File: src/rtl/uart_rx_ip.sv
// Memory-mapped 8N1 UART receiver with RX FIFO, sticky error flags and a programmable baud divisor.
// Optional parity check is compiled in with `define UART_RX_PARITY_EN (BAUD bit16 selects odd parity).
module uart_rx_ip #(
    parameter int CLKS_PER_BIT = 868,
    parameter int FIFO_DEPTH   = 8,
    parameter int CNT_W        = 16
) (
    input  logic        clk,
    input  logic        rst,
    input  logic [31:0] waddr,
    input  logic [31:0] wdata,
    input  logic        wen,
    input  logic [3:0]  wstrb,
    output logic        wready,
    input  logic [31:0] raddr,
    input  logic        ren,
    output logic [31:0] rdata,
    output logic        rvalid,
    input  logic        i_uart_rx
);
    localparam int AW = $clog2(FIFO_DEPTH);
    localparam int CW = AW + 1;

    typedef enum logic [2:0] {ST_IDLE, ST_START, ST_DATA, ST_PARITY, ST_STOP} state_t;

    state_t           state_q;
    logic             rx_meta_q, rx_sync_q;
    logic [CNT_W-1:0] cnt_q, act_div_q, div_q;
    logic [2:0]       bit_idx_q;
    logic [7:0]       shift_q;
    logic             par_bad_q;
    logic             odd_q;
    logic [7:0]       mem_q [FIFO_DEPTH];
    logic [AW-1:0]    wptr_q, rptr_q;
    logic [CW-1:0]    count_q;
    logic             overrun_q, frame_err_q, parity_err_q;
    logic [31:0]      rdata_q, rdata_d;
    logic             rvalid_q, wready_q;

    logic stop_done_s, push_req_s, push_s, pop_s, frame_set_s, par_set_s, overrun_set_s;
    logic full_s, empty_s, status_wr_s, baud_wr_s;
    logic unused_s;

    assign unused_s = &{1'b0, waddr[31:4], waddr[1:0], raddr[31:4], raddr[1:0],
                        wdata[31:CNT_W], wstrb[3:1]};

    assign full_s        = (count_q == CW'(FIFO_DEPTH));
    assign empty_s       = (count_q == '0);
    assign stop_done_s   = (state_q == ST_STOP) && (cnt_q == '0);
    assign push_req_s    = stop_done_s && rx_sync_q && !par_bad_q;
    assign frame_set_s   = stop_done_s && !rx_sync_q;
    assign pop_s         = ren && (raddr[3:2] == 2'd0) && !empty_s;
    // A full FIFO still accepts the byte when a read frees a slot in the same cycle.
    assign push_s        = push_req_s && (!full_s || pop_s);
    assign overrun_set_s = push_req_s && full_s && !pop_s;
    assign status_wr_s   = wen && wstrb[0] && (waddr[3:2] == 2'd1);
    assign baud_wr_s     = wen && wstrb[0] && (waddr[3:2] == 2'd2);

`ifdef UART_RX_PARITY_EN
    assign par_set_s = (state_q == ST_PARITY) && (cnt_q == '0) &&
                       ((^shift_q ^ rx_sync_q) != odd_q);
`else
    assign par_set_s = 1'b0;
`endif

    // Two-flop synchronizer for the asynchronous serial line
    always_ff @(posedge clk) begin
        if (rst) begin
            rx_meta_q <= 1'b1;
            rx_sync_q <= 1'b1;
        end else begin
            rx_meta_q <= i_uart_rx;
            rx_sync_q <= rx_meta_q;
        end
    end

    // Receive FSM: bit timing, deframing and shift register
    always_ff @(posedge clk) begin
        if (rst) begin
            state_q   <= ST_IDLE;
            cnt_q     <= '0;
            act_div_q <= CNT_W'(CLKS_PER_BIT);
            bit_idx_q <= 3'd0;
            shift_q   <= 8'h00;
            par_bad_q <= 1'b0;
        end else begin
            case (state_q)
                ST_IDLE: begin
                    par_bad_q <= 1'b0;
                    if (!rx_sync_q) begin
                        act_div_q <= div_q;
                        cnt_q     <= div_q >> 1;
                        state_q   <= ST_START;
                    end
                end
                ST_START: begin
                    if (cnt_q != '0) begin
                        cnt_q <= cnt_q - CNT_W'(1);
                    end else if (rx_sync_q) begin
                        state_q <= ST_IDLE;
                    end else begin
                        cnt_q     <= act_div_q - CNT_W'(1);
                        bit_idx_q <= 3'd0;
                        state_q   <= ST_DATA;
                    end
                end
                ST_DATA: begin
                    if (cnt_q != '0) begin
                        cnt_q <= cnt_q - CNT_W'(1);
                    end else begin
                        shift_q   <= {rx_sync_q, shift_q[7:1]};
                        cnt_q     <= act_div_q - CNT_W'(1);
                        bit_idx_q <= bit_idx_q + 3'd1;
                        if (bit_idx_q == 3'd7) begin
`ifdef UART_RX_PARITY_EN
                            state_q <= ST_PARITY;
`else
                            state_q <= ST_STOP;
`endif
                        end
                    end
                end
                ST_PARITY: begin
                    if (cnt_q != '0) begin
                        cnt_q <= cnt_q - CNT_W'(1);
                    end else begin
                        par_bad_q <= par_set_s;
                        cnt_q     <= act_div_q - CNT_W'(1);
                        state_q   <= ST_STOP;
                    end
                end
                ST_STOP: begin
                    if (cnt_q != '0) begin
                        cnt_q <= cnt_q - CNT_W'(1);
                    end else begin
                        state_q <= ST_IDLE;
                    end
                end
                default: state_q <= ST_IDLE;
            endcase
        end
    end

    // FIFO storage (no reset needed; validity is tracked by count_q)
    always_ff @(posedge clk) begin
        if (push_s) begin
            mem_q[wptr_q] <= shift_q;
        end
    end

    // FIFO pointers and occupancy
    always_ff @(posedge clk) begin
        if (rst) begin
            wptr_q  <= '0;
            rptr_q  <= '0;
            count_q <= '0;
        end else begin
            if (push_s) wptr_q <= wptr_q + AW'(1);
            if (pop_s)  rptr_q <= rptr_q + AW'(1);
            case ({push_s, pop_s})
                2'b10:   count_q <= count_q + CW'(1);
                2'b01:   count_q <= count_q - CW'(1);
                default: count_q <= count_q;
            endcase
        end
    end

    // Sticky flags (a same-cycle set wins over W1C) and baud divisor register
    always_ff @(posedge clk) begin
        if (rst) begin
            overrun_q    <= 1'b0;
            frame_err_q  <= 1'b0;
            parity_err_q <= 1'b0;
            div_q        <= CNT_W'(CLKS_PER_BIT);
            odd_q        <= 1'b0;
        end else begin
            overrun_q    <= overrun_set_s | (overrun_q    & ~(status_wr_s & wdata[1]));
            frame_err_q  <= frame_set_s   | (frame_err_q  & ~(status_wr_s & wdata[2]));
            parity_err_q <= par_set_s     | (parity_err_q & ~(status_wr_s & wdata[4]));
            if (baud_wr_s) begin
                div_q <= (wdata[CNT_W-1:0] < CNT_W'(4)) ? CNT_W'(4) : wdata[CNT_W-1:0];
`ifdef UART_RX_PARITY_EN
                odd_q <= wdata[16];
`endif
            end
        end
    end

    // Read mux over pre-write state
    always_comb begin
        rdata_d = 32'h0000_0000;
        case (raddr[3:2])
            2'd0: begin
                if (!empty_s) begin
                    rdata_d = {24'h000000, mem_q[rptr_q]};
                end else begin
                    rdata_d = 32'h0000_0000;
                end
            end
            2'd1: rdata_d = {16'h0000, 8'(count_q), 3'b000, parity_err_q, full_s,
                             frame_err_q, overrun_q, !empty_s};
            2'd2: begin
                rdata_d[CNT_W-1:0] = div_q;
`ifdef UART_RX_PARITY_EN
                rdata_d[16] = odd_q;
`endif
            end
            default: rdata_d = 32'h0000_0000;
        endcase
    end

    // Registered bus responses
    always_ff @(posedge clk) begin
        if (rst) begin
            rdata_q  <= 32'h0000_0000;
            rvalid_q <= 1'b0;
            wready_q <= 1'b0;
        end else begin
            rvalid_q <= ren;
            wready_q <= wen;
            if (ren) rdata_q <= rdata_d;
        end
    end

    assign rdata  = rdata_q;
    assign rvalid = rvalid_q;
    assign wready = wready_q;

endmodule

File: config.mk
export PLATFORM = sky130hd
export DESIGN_NAME = uart_rx_ip
export DESIGN_NICKNAME = d
export VERILOG_FILES = /design/src/rtl/uart_rx_ip.sv
export SDC_FILE = /design/constraint.sdc
export NUM_CORES = 1
export LEC_CHECK = 0
export CAP_MARGIN = 10
export CORE_ASPECT_RATIO = 0.6
export CORE_MARGIN = 5
export CORE_UTILIZATION = 55
export CTS_BUF_LIST = sky130_fd_sc_hd__clkbuf_8
export CTS_CLUSTER_SIZE = 40
export DETAILED_ROUTE_END_ITERATION = 7
export PLACE_DENSITY = 0.89
export SYNTH_ARGS = -nofsm -noshare
export SYNTH_HDL_FRONTEND = slang
export SYNTH_SLANG_ARGS = --single-unit
File: constraint.sdc
create_clock -name clk -period 7.2 [get_ports clk]
set_input_delay 1.44 -clock clk [delete_from_list [all_inputs] [get_ports clk]]
set_output_delay 1.44 -clock clk [all_outputs]
set_load 0.02 [all_outputs]
# --- Word-level counts from Yosys, hierarchy flattened ---
# Memories as Yosys holds them, arrays and structs flattened. A register that Yosys moved wholly into a read port is not among the register bits.
# Cells that the tools add are included.
op_classes:
  n_addsub: 7
  order_cmp: 1
  eq_ne: 21
  n_mux: 29
  bitwise_logic: 13
  n_reduce_logical: 34
ops:
  columns: ["cell", "n"]
  rows:
  - ["two-way mux 16 bit", 7]
  - ["one-hot mux 16 bit (4 select lines)", 1]
  - ["one-hot mux 16 bit (3 select lines)", 1]
  - ["two-way mux 3 bit", 11]
  - ["subtractor 16 x 1 -> 16 bit (second input constant)", 2]
  - ["zero test 16 bit", 1]
  - ["less-than comparator 16 x 3 -> 1 bit (second input constant)", 1]
  - ["nonzero test 16 bit", 1]
  - ["one-hot mux 3 bit (5 select lines)", 1]
  - ["inequality test 2 bit (second input constant)", 7]
  - ["logical AND 1 bit", 12]
  - ["adder 3 x 1 -> 3 bit (second input constant)", 3]
  - ["two-way mux 8 bit", 1]
  - ["one-hot mux 4 bit (2 select lines)", 1]
  - ["AND reduction 4 bit", 2]
  - ["AND 1 bit", 6]
  - ["equality test 2 x 1 -> 1 bit (second input constant)", 3]
  - ["equality test 2 bit (second input constant)", 3]
  - ["equality test 3 x 2 -> 1 bit (second input constant)", 2]
  - ["equality test 3 bit (second input constant)", 2]
  - ["one-hot mux 3 bit (2 select lines)", 1]
  - ["AND reduction 2 bit", 3]
  - ["AND reduction 6 bit", 1]
  - ["nonzero test 2 bit", 3]
  - ["other kinds (18)", 29]
word_totals:
  register_bits: 112
  ramBits: 64
  in_bits: 105
  output_inout_bits: 34
  word_cells: 124
  memories: 1
memory_table:
  columns: ["name", "depth", "width", "read_ports", "rd_clocked_by_memory_dff", "write_ports", "line", "text"]
  rows:
  - ["mem_q", 8, 8, 1, 1, 1, "33", "logic [7:0] mem_q [FIFO_DEPTH];"]

# --- Longest topological paths before layout ---
depth:
  depth_word: 7
  mapped_depth: 10
  mapped_depth_nobuf: 10

# --- Worst setup path before layout ---
# No wires, ideal clock.
synth_path:
  kind: "input to register"
  from: "input port ren"
  to: "memory mem_q[0][0], enable pin"
  setup_time_ns: 0.383
  arrival_time_ns: 3.443
  t_required_ns: 6.817
  setup_slack_ns: 3.374
  cell_stages: 5
  n_path_buf: 1
  path_cell_list: "clkbuf_1 -> or3b_2 -> and3_1 -> or4_1 -> nor3_1"
synth_between:
  elab_chain_cells: 6
synth_lines:
  columns: ["element", "line", "text"]
  rows:
  - ["from (decl)", "16", "input logic ren,"]
  - ["logical AND 1 bit (2 in series)", "52", "assign pop_s = ren && (raddr[3:2] == 2'd0) && !empty_s;"]
  - ["logical OR 1 bit", "54", "assign push_s = push_req_s && (!full_s || pop_s);"]
  - ["logical AND 1 bit", "54", null]
  - ["two-way mux 1 bit", "146", "if (push_s) begin"]
  - ["two-way mux 1 bit (not written as such)", "147", "mem_q[wptr_q] <= shift_q;"]
  - ["to (decl)", "33", null]
# No other way between the ends.

# --- Final worst setup path ---
layout_path:
  from: "input port ren"
  to: "memory mem_q[0][4], enable pin"
# Same word-level chain as after synthesis.

==> results.yml <==
sta:
  finalCritPeriodShare: 0.6011
  hold_viol: 0
  rsz0062_at_grt: "false"
  finClkSkew_ns: 0.01050
  post-route-min-period_ns: 4.328
  fmax_mhz: 231.1
  setup_viol: 0
  final_max_slew_viol_count: 0
  slew_headroom: 0.1923
  setup_tns_ns: 0
  worst_pin_slew_ns: 1.203
worst_setup_path:
  crit_fanout: 35
  critPathRequiredTime_ns: 7.37
  reg2regPathDepth: 7
  path_class: "in2reg"
  worst_setup_path_start_kind: "input pin"
  arrival_ns: 4.50
  r2r_slack_ns: 3.27
  path_buf_inv: 3
  worstPathCellList: "clkdlybuf4s50_1 -> buf_4 -> or3b_2 -> and3_1 -> or4_1 -> nor3_1 -> buf_4"
  timing.critical_path.mode_cell: "buf_4"
  endpoint_kind: "flop"
  reg2reg_to: "mem_q[0][4]"
  crit_cells: 7
  slowest_delay_ns: 0.63
  cp_slowest_cell: "nor3_1"
  rr_startpoint: "cnt_q[0]"
  crit_family: "simple AND/OR/NAND/NOR gates"
synth:
  ys_warn_count: 0
  synth_area_um2: 7540
  synthFlopType: "dfxtp_1"
  yosys_register_bits: 162
  synthArstFlopShare: 0
  synth_edf_count: 64
  seq_area_frac_synth: 0.5151
  yosysUniqueCellTypes: 60
  avgSynthCellArea_um2: 9.908
  synthCells: 761
power:
  p_per_area_nw_per_um2: 235.3
  net-switching-power_uw: 602.0
  switching_share: 0.3051
  pwr-share-clk: 0.325
  combPwrFrac: 0.170
  leakagePower_nw: 2.810
  p_int_mw: 1.371
  seq_power_share: 0.505
  peakVddDrop_mv: 0.1272
global_routing:
  grt_max_degree: 99
  grt.total_usage: 0.2386
  antenna_found_initial: 0
  gr-total-overflow: 0
  grt_pass1_wl_mm: 29.98
  grt_pass1_vias: 5538
detailed_routing:
  drcViolationCount: 0
  via_per_inst: 6.198
  dr.pass1.iters: 6
  final_antenna_net_count: 0
  dr.first_iter.drc_count: 893
  totalWireLength_mm: 18.92
  wl_per_cell_um: 19.48
  vias: 6018
min_path:
  hp-class: "reg2reg"
  holdPathStages: 1
  hold-path-endpoint: "rx_sync_q"
  holdCritStartpoint: "rx_meta_q"
floorplan:
  ios: 139
  start_util: 0.5567
  core_um2: 13540
  die_width_um: 161.2
  fp-row-count: 33
  dieArea_um2: 16230
  die_y_um: 100.7
finish:
  syn_to_final_growth_pct: 11.23
  seq_area_um2: 3884
  final_core_util: 0.6193
  drive_above_1_share: 0.09673
  layout.nets: 895
  diodes: 0
  stdcell_count: 971
  multi_input_area_um2: 3387
  n_fill_cell: 1070
clocking:
  cts_resized: 0
  cts_sinks: 162
  cts_buffers: 17
  clockBufferDepth: 2
  post-cts-setup-buffers: 0
  clkLatencyLatePin_ns: 0.46
  cts_root_buffer: "clkbuf_8"
  hold_buffers: 0
  path_clk_slew_ns: 0.09
  cts_tree: "built"
  h-tree-depth: 4
job:
  maxCapViolations: 0
place:
  gp_routability_congestion: 0.9523
  dp_cells: 939
  io_buffers: 43
  dpl.hpwl_mm: 13.15
run_status:
  status: "completed"
kinds of logic after synthesis:
kind of cell    synth area share
flops                     0.5151
fa+ha+maj                0.01294
xor+xnor                 0.03253
buf+inv                  0.04398
simple gates              0.2043
compound gates            0.1248
mux                      0.06588
other cells            0.0004974
worst max-delay path by stage:
stage	from	end	slack [ns]
floorplan	ren	mem_q[0][0]	3.37
global placement	ren	mem_q[0][5]	2.52
detailed placement	ren	mem_q[0][5]	2.50
CTS	ren	mem_q[0][4]	2.90
global route	ren	mem_q[2][4]	2.83
finish	ren	mem_q[0][4]	2.87
area by class of cell:
type / count / area share
sequential: 162 / 0.4631
tap: 175 / 0.02611
multi-input combinational: 543 / 0.4038
clock inverter: 14 / 0.01552
timing repair buffer: 52 / 0.05878
clock buffer: 18 / 0.02954
inverter: 7 / 0.003133
power by group through the flow:
stage	logic (mW)	clock network, mW	registers [mW]
finish	0.335	0.642	0.996
global route	0.363	0.694	1.00
CTS	0.326	0.644	0.995
detailed placement	0.324	0	1.02
global placement	0.317	0	1.02
floorplan	0.246	0	1.01
cells in the final DEF (no fill, tap or decap), drive strengths merged, types with 5 or more instances in the layout:
cell           count
nand3b            11
a21oi             69
nor4              14
nand3             21
dfxtp             98
nor2b              7
nor3b              6
clkinv             5
nand2            120
clkdlybuf4s50     42
or4                9
conb              16
inv               14
clkbuf            18
nor2              60
a311oi             5
xor2              17
edfxtp            64
o211ai             5
ha                 7
xnor2             11
a22oi             10
nand4              6
buf               10
a211oi            13
mux2i              8
mux4              16
nand2b            10
o21ai             28
or3                5
nor3              22
or2                5
mux2               5
synthesized netlist by cell type (11+ instances only):
cell type	count	area share
nor4_1	11	0.0091
o21ai_0	25	0.017
nand3b_1	11	0.011
nand2_1	120	0.060
clkbuf_1	43	0.021
mux4_2	16	0.048
dfxtp_1	98	0.26
nor3_1	22	0.015
buf_4	16	0.016
edfxtp_1	64	0.25
xor2_1	17	0.020
xnor2_1	11	0.013
nor2_1	59	0.029
a211oi_1	13	0.013
a21oi_1	69	0.046
nand3_1	21	0.014
per-stage QoR:
step / area, um^2 / hold WS, ns / setup slack [ns] / power [mW]
2_1_floorplan: 7596 / 0.3895 / 3.374 / 1.256
3_3_place_gp: 8009 / 0.3909 / 2.523 / 1.333
3_5_place_dp: 8009 / 0.3981 / 2.497 / 1.339
4_1_cts: 8387 / 0.4198 / 2.903 / 1.965
5_1_grt: 8387 / 0.4535 / 2.826 / 2.057
6_report: 8387 / 0.4164 / 2.872 / 1.973
layer usage:
metal | up-vias | routed length [um] | global-route usage
met5 | - | 0 | 0
met3 | 46 | 2757 | 0.09644
met2 | 364 | 7611 | 0.3264
met1 | 2813 | 8170 | 0.3494
met4 | 0 | 380 | 0.06684
li1 | 2795 | - | -
flip-flops by register name, summed over array words and instances, names as in the netlist, 3 cells and up, named ones only:
| name | count |
|---|---|
| bit_idx_q | 3 |
| div_q | 16 |
| cnt_q | 16 |
| mem_q | 64 |
| wptr_q | 3 |
| rdata | 16 |
| shift_q | 8 |
| count_q | 4 |
| act_div_q | 16 |
| rptr_q | 3 |
| state_q | 3 |
worst register-to-register path, cell delays in order (launching register included):
cell and delay (ns):
dfxtp_1 0.37, inv_1 0.08, ha_1 0.20, nor4b_4 0.54
nand4_1 0.70, or4_1 0.83, nor3_1 0.64, buf_4 0.29
Power figures use the tool's default switching activity.
==> variant 1: new RTL, same flow settings <==
The option `UART_RX_PARITY_EN` is turned on by a define.
--- a/src/rtl/uart_rx_ip.sv
+++ b/src/rtl/uart_rx_ip.sv
@@ -1,4 +1,6 @@
 // Memory-mapped 8N1 UART receiver with RX FIFO, sticky error flags and a programmable baud divisor.
 // Optional parity check is compiled in with `define UART_RX_PARITY_EN (BAUD bit16 selects odd parity).
+`define UART_RX_PARITY_EN
+
 module uart_rx_ip #(
     parameter int CLKS_PER_BIT = 868,
Behaviour: not the same (a bounded check fails within 4 cycles, from zero or initial values and one cycle with rst high).
==> variant 1 against the original RTL <==
- synthesized area rose by 1.9%
- register-to-register slack improved by 0.38 ns
- sequential power barely moved
- clock skew rose by 0.0022 ns
- cell area rose by 2.2%
- worst hold slack improved by 0.013 ns
- maximum frequency fell by 2.4%
- final cell count rose by 1.3%
- power fell by 4.0%
- routed wire length rose by 1.9%
- setup slack got worse by 0.11 ns
- utilization rose by 0.77 points
- sequential cell count rose by 3
==> variant 1: results (changes against the original RTL) <==
Timing
  – Worst Skew: 0.0127 ns (+0.00220 ns)
  – Worst-margin pin slew: 1.11 ns (-0.0906 ns)
  – Fin crit share: 61.6% (+1.5 points)

Logic synthesis
  – Commonest cells in the synthesized netlist: nand2_1, dfxtp_1, edfxtp_1, nor2_1, a21oi_1
  – Synth Warn #: 0 (unchanged)
  – Asr flop ratio synth: 0% (unchanged)
  – Largest cells by area after synthesis: dfxtp_1, edfxtp_1, nand2_1
  – Sequential cell area fraction in the yosys report: 51.4% (-0.16 points)
  – Netlist cell types: 67 (+12%)
  – Post-Syn Instances: 756 (-0.66%)
  – Post-synth EDFFs: 64 (unchanged)

Routing
  – Drt pass-1 iters: 5 (-1)
  – DR iter-0 viols: 904 (+1.2%)
  – Routed WL per cell: 19.6 um (+0.55%)
  – Routed Wire Length: 19.3 mm (+1.9%)
  – Via/cell ratio: 6.16 (-0.63%)

Layout
  – Share of cells above drive strength 1: 11.4% (+1.7 points)
  – Largest register FFs: 64 (unchanged)
  – Fill count: 1064 (-0.56%)
  – Antenna fix cells: 0 (unchanged)
  – Layout area overhead: 11.6%
  – Final #Nets: 892 (-0.34%)

Critical path
  – Crit path from: ren
  – Delay-heaviest family, CP: simple AND/OR/NAND/NOR gates
  – Critical path's largest stage delay: 0.83 ns (+0.20 ns)
  – Critical Path Fanout Max: 38 (+8.6%)
  – Worst path slowest cell: nor2_1
  – R2R setup slack: 3.65 ns (+0.38 ns)
  – Reg2Reg Depth: 7 (unchanged)
  – Critical Path End: mem_q[2][7]

Clock tree
  – Buffer count from post-CTS setup fixing: 0 (unchanged)
  – Worst skew pair latency: approximately 0.45 ns
  – Worst-path clk slew: 0.09 ns (about the same)
  – Clock root buffer: clkbuf_8
  – Clk buf depth: 2 (unchanged)

Global routing
  – GRT Total Usage: 23.9% (+0.078 points)
  – Largest net degree at the start of global routing: 87 (-12%)
  – Grt met1 use: 35.7% (+0.71 points)
  – First-pass GRT wire length: 30.4 mm (+1.4%)
  – Initial antenna violation count: 0 (unchanged)
  – M3 GR Usage: 6.38% (-3.3 points)
  – Vias in the first global route: 5668 (+2.3%)
  – Met2 Use GR: 34.0% (+1.3 points)

Power
  – Leak: 2.91 nW (+3.5%)
  – Peak supply drop: 119 uV (-6.8%)

Placement
  – Pre-CTS WS: 2.33 ns (-0.163 ns)
  – Placed cell areas: 8170 um^2 (+2.0%)
  – HPWL after detailed placement: 13.3 mm (+1.1%)
  – Input/output buffers: 45 (+4.7%)
  – Routability cong.: 0.908 (-4.7%)
  – Inst Count DP: 952 (+1.4%)

Run status
  – Outcome: finished, final reports clean

Min path
  – Hold Path Class: reg -> reg
-- variant 1: changes by cell type in the layout (fill, tap and decap cells not counted), sizes merged, moves of 5 or more --
cell	unedited run	this run
nand2	120	114
xnor2	11	20
a22oi	10	17
mux2i	8	13
nand3b	11	0
a31oi	4	9
nand3	21	27
or4	9	2
o21ai	28	16
a21oi	69	55
-- variant 1: layout make-up --
type	count	share of cell area, %
Sequential cell	165	46.0
Clock buffer	17	2.73
Inverter	10	0.438
Multi-Input combinational cell	532	40.2
Tap cell	192	2.80
Timing Repair Buffer	53	5.90
Clock inverter	15	1.93
-- variant 1: how the worst min path moves through the flow --
stage,to,slack [ns],from,cells past startpoint
after floorplan,rx_sync_q,0.39,rx_meta_q,1
after global routing,rx_sync_q,0.45,rx_meta_q,1
final,rx_sync_q,0.43,rx_meta_q,1
after CTS,rx_sync_q,0.43,rx_meta_q,1
after detailed placement,rx_sync_q,0.41,rx_meta_q,1
after global placement,rx_sync_q,0.39,rx_meta_q,1
-- variant 1: cells by family (layout without fill, tap and decap cells) --
logic type / after synthesis / count (layout) / synth area share, %
and+or+nand+nor: 286 / 286 / 17.9
DFF: 165 / 165 / 51.4
AOI/OAI and AO/OA: 148 / 148 / 12.8
buffers and inverters: 73 / 95 / 4.69
muxes: 38 / 38 / 7.71
xor gates and xnor gates: 37 / 37 / 4.22
adders and majority gates: 8 / 8 / 1.30
other: 1 / 15 / 0.0488
-- variant 1: metal layers --
layer | share of wire [%] | routed length, um
met5 | 0 | 0
met4 | 1.8 | 353
met3 | 13 | 2520
met2 | 42 | 8040
met1 | 43 | 8370
-- variant 1: power breakdown --
part           leakage (nW)  internal [mW]  switching [mW]  total, mW
Combinational          1.29         0.0792           0.134      0.214
Clock                 0.208          0.340           0.341      0.682
Sequential             1.41          0.977          0.0220      0.999
==> variant 2: new RTL, config.mk and constraints unchanged <==
Without the edit above. The 5 states of `state_t` get a one-hot encoding in 5 bits.
--- a/src/rtl/uart_rx_ip.sv
+++ b/src/rtl/uart_rx_ip.sv
@@ -22,5 +22,5 @@
     localparam int CW = AW + 1;
 
-    typedef enum logic [2:0] {ST_IDLE, ST_START, ST_DATA, ST_PARITY, ST_STOP} state_t;
+    typedef enum logic [4:0] {ST_IDLE = 5'b00001, ST_START = 5'b00010, ST_DATA = 5'b00100, ST_PARITY = 5'b01000, ST_STOP = 5'b10000} state_t;
 
     state_t           state_q;
Check against the original RTL: same outputs for any inputs over 10 cycles, from zero or initial values and one cycle with rst high; not proved beyond that.
==> variant 2 against the original RTL <==
- setup slack improved by 0.10 ns
- first-iteration DRC count down 10%
- highest routed layer unchanged
- cell area shrank 1.7%
- worst hold slack improved by 0.0047 ns
- sequential cell count increased by 1
- routed wire length up 0.95%
- synthesized area down 3.0%
- synthesized cell count down 10%
- maximum frequency is 2.5% higher
- via count decreased by 4.2%
- final cell count shrank 6.6%
Power is not compared: it rests on default switching activity, and its combinational part moved more than twofold at a synthesized area within 25%.
==> variant 2: results (changes against the original RTL) <==
Critical path
  – Crit path from: raddr[3]
  – Worst Path Arrival: 4.60 ns (+0.10 ns)
  – Delay-heaviest family, CP: simple AND/OR/NAND/NOR gates
  – Critical Path Fanout Max: 11 (-69%)
  – Reg-to-Reg Start: cnt_q[0]
  – Worst path slowest cell: or4b_4
  – Critical path's largest stage delay: 0.69 ns (+0.06 ns)

Routing
  – Routed Wire Length: 19.1 mm (+0.95%)
  – Detailed-route via count: 5764 (-4.2%)
  – Via/cell ratio: 6.36 (+2.5%)
  – DR iter-0 viols: 802 (-10%)

Global routing
  – First-pass GRT wire length: 30.4 mm (+1.4%)
  – GRT Total Usage: 24.4% (+0.50 points)
  – Initial antenna violation count: 0 (unchanged)
  – Largest net degree at the start of global routing: 98 (-1.0%)
  – Vias in the first global route: 5646 (+2.0%)

Clock tree
  – Post-CTS sizing: 0 (unchanged)
  – CTS Buf Count: 17 (unchanged)
  – H-tree depth: 4 (unchanged)
  – Buffer count from post-CTS setup fixing: 0 (unchanged)

Logic synthesis
  – Ys flop type: dfxtp_1
  – Post-Syn Instances: 685 (-10%)
  – Commonest cells in the synthesized netlist: dfxtp_1, nor2_1, edfxtp_1
  – Largest cells by area after synthesis: dfxtp_1, edfxtp_1, mux4_2
  – Synth Warn #: 0 (unchanged)
  – Netlist cell types: 63 (+5.0%)
  – Sequential cell area fraction in the yosys report: 53.4% (+1.9 points)

Min path
  – Hold Path Class: reg -> reg
  – Hold path start: rx_meta_q

Placement
  – Placed cell areas: 7840 um^2 (-2.1%)
  – HPWL after detailed placement: 13.3 mm (+0.93%)
  – Pre-CTS WS: 2.63 ns (+0.136 ns)
  – Inst Count DP: 874 (-6.9%)
  – Routability cong.: 0.952 (about the same)
  – Input/output buffers: 43 (unchanged)

Timing
  – Pins over their slew limit: 0 (unchanged)
  – Worst Skew: 0.0167 ns (+0.00616 ns)
  – Worst-margin pin slew: 1.15 ns (-0.0506 ns)

Layout
  – Share of cells above drive strength 1: 11.4% (+1.7 points)
  – Final #Nets: 838 (-6.4%)
  – Fill count: 945 (-12%)

Run status
  – Outcome: finished, final reports clean
-- variant 2: metrics by stage --
step	hold WS [ns]	total power, mW
5_1_grt	0.448	1.85
3_3_place_gp	0.403	1.13
2_1_floorplan	0.389	1.09
4_1_cts	0.422	1.79
6_report	0.421	1.80
3_5_place_dp	0.399	1.14
-- variant 2: path summary, 6_finish.rpt --
| kind | endpoint | slack, ns | cells after the start |
|---|---|---|---|
| setup / recovery | count_q[2] | 2.98 | 11 |
| hold reg to reg | rx_sync_q | 0.42 | 1 |
| hold / removal | rx_sync_q | 0.42 | 1 |
| setup reg to reg | count_q[2] | 3.27 | 13 |
-- variant 2: final cells by class --
cell class / instances / area, um^2 / area share, %
Timing Repair Buffer: 57 / 534 / 6.48
Multi-Input combinational cell: 471 / 3150 / 38.2
Sequential cell: 163 / 3900 / 47.3
Clock inverter: 15 / 159 / 1.93
Tap cell: 170 / 213 / 2.58
Clock buffer: 17 / 234 / 2.84
Inverter: 14 / 52.6 / 0.637
-- variant 2: routing by layer --
layer  routed length [um]  vias up  track usage [%]  part of all wire (%)
met3                 2270       59             6.21                    12
li1                     -     2549                -                     -
met2                 8630      390             39.0                    45
met4                  492        0             8.65                   2.6
met5                    0        -                0                     0
met1                 7710     2766             32.6                    40
-- variant 2: cells by family (layout without fill, tap and decap cells) --
group	after synthesis	after routing	share of synthesized area, %
DFF	163	163	53.4
xor gates and xnor gates	27	27	3.23
AOI/OAI and AO/OA	129	129	11.7
and+or+nand+nor	244	244	16.5
adders and majority gates	9	9	1.54
other	1	16	0.0513
buffers and inverters	66	103	4.46
muxes	46	46	9.15
-- variant 2: worst reg2reg max path: stages (launching register included) --
cell and delay (ns):
dfxtp_1 0.34, inv_1 0.06, ha_1 0.21, nor4b_4 0.44
nand2b_2 0.19, or3_4 0.46, or4b_4 0.66, ha_1 0.33
xor2_1 0.18, ha_1 0.20, a21oi_1 0.21, xor2_1 0.12
or3_1 0.32, a21oi_1 0.14
-- variant 2: where the power goes --
group | switching [mW] | total, mW | internal, mW | leakage [nW]
sequential | 0.0150 | 0.977 | 0.962 | 1.40
clock | 0.387 | 0.677 | 0.290 | 0.203
combinational | 0.0884 | 0.143 | 0.0545 | 1.24
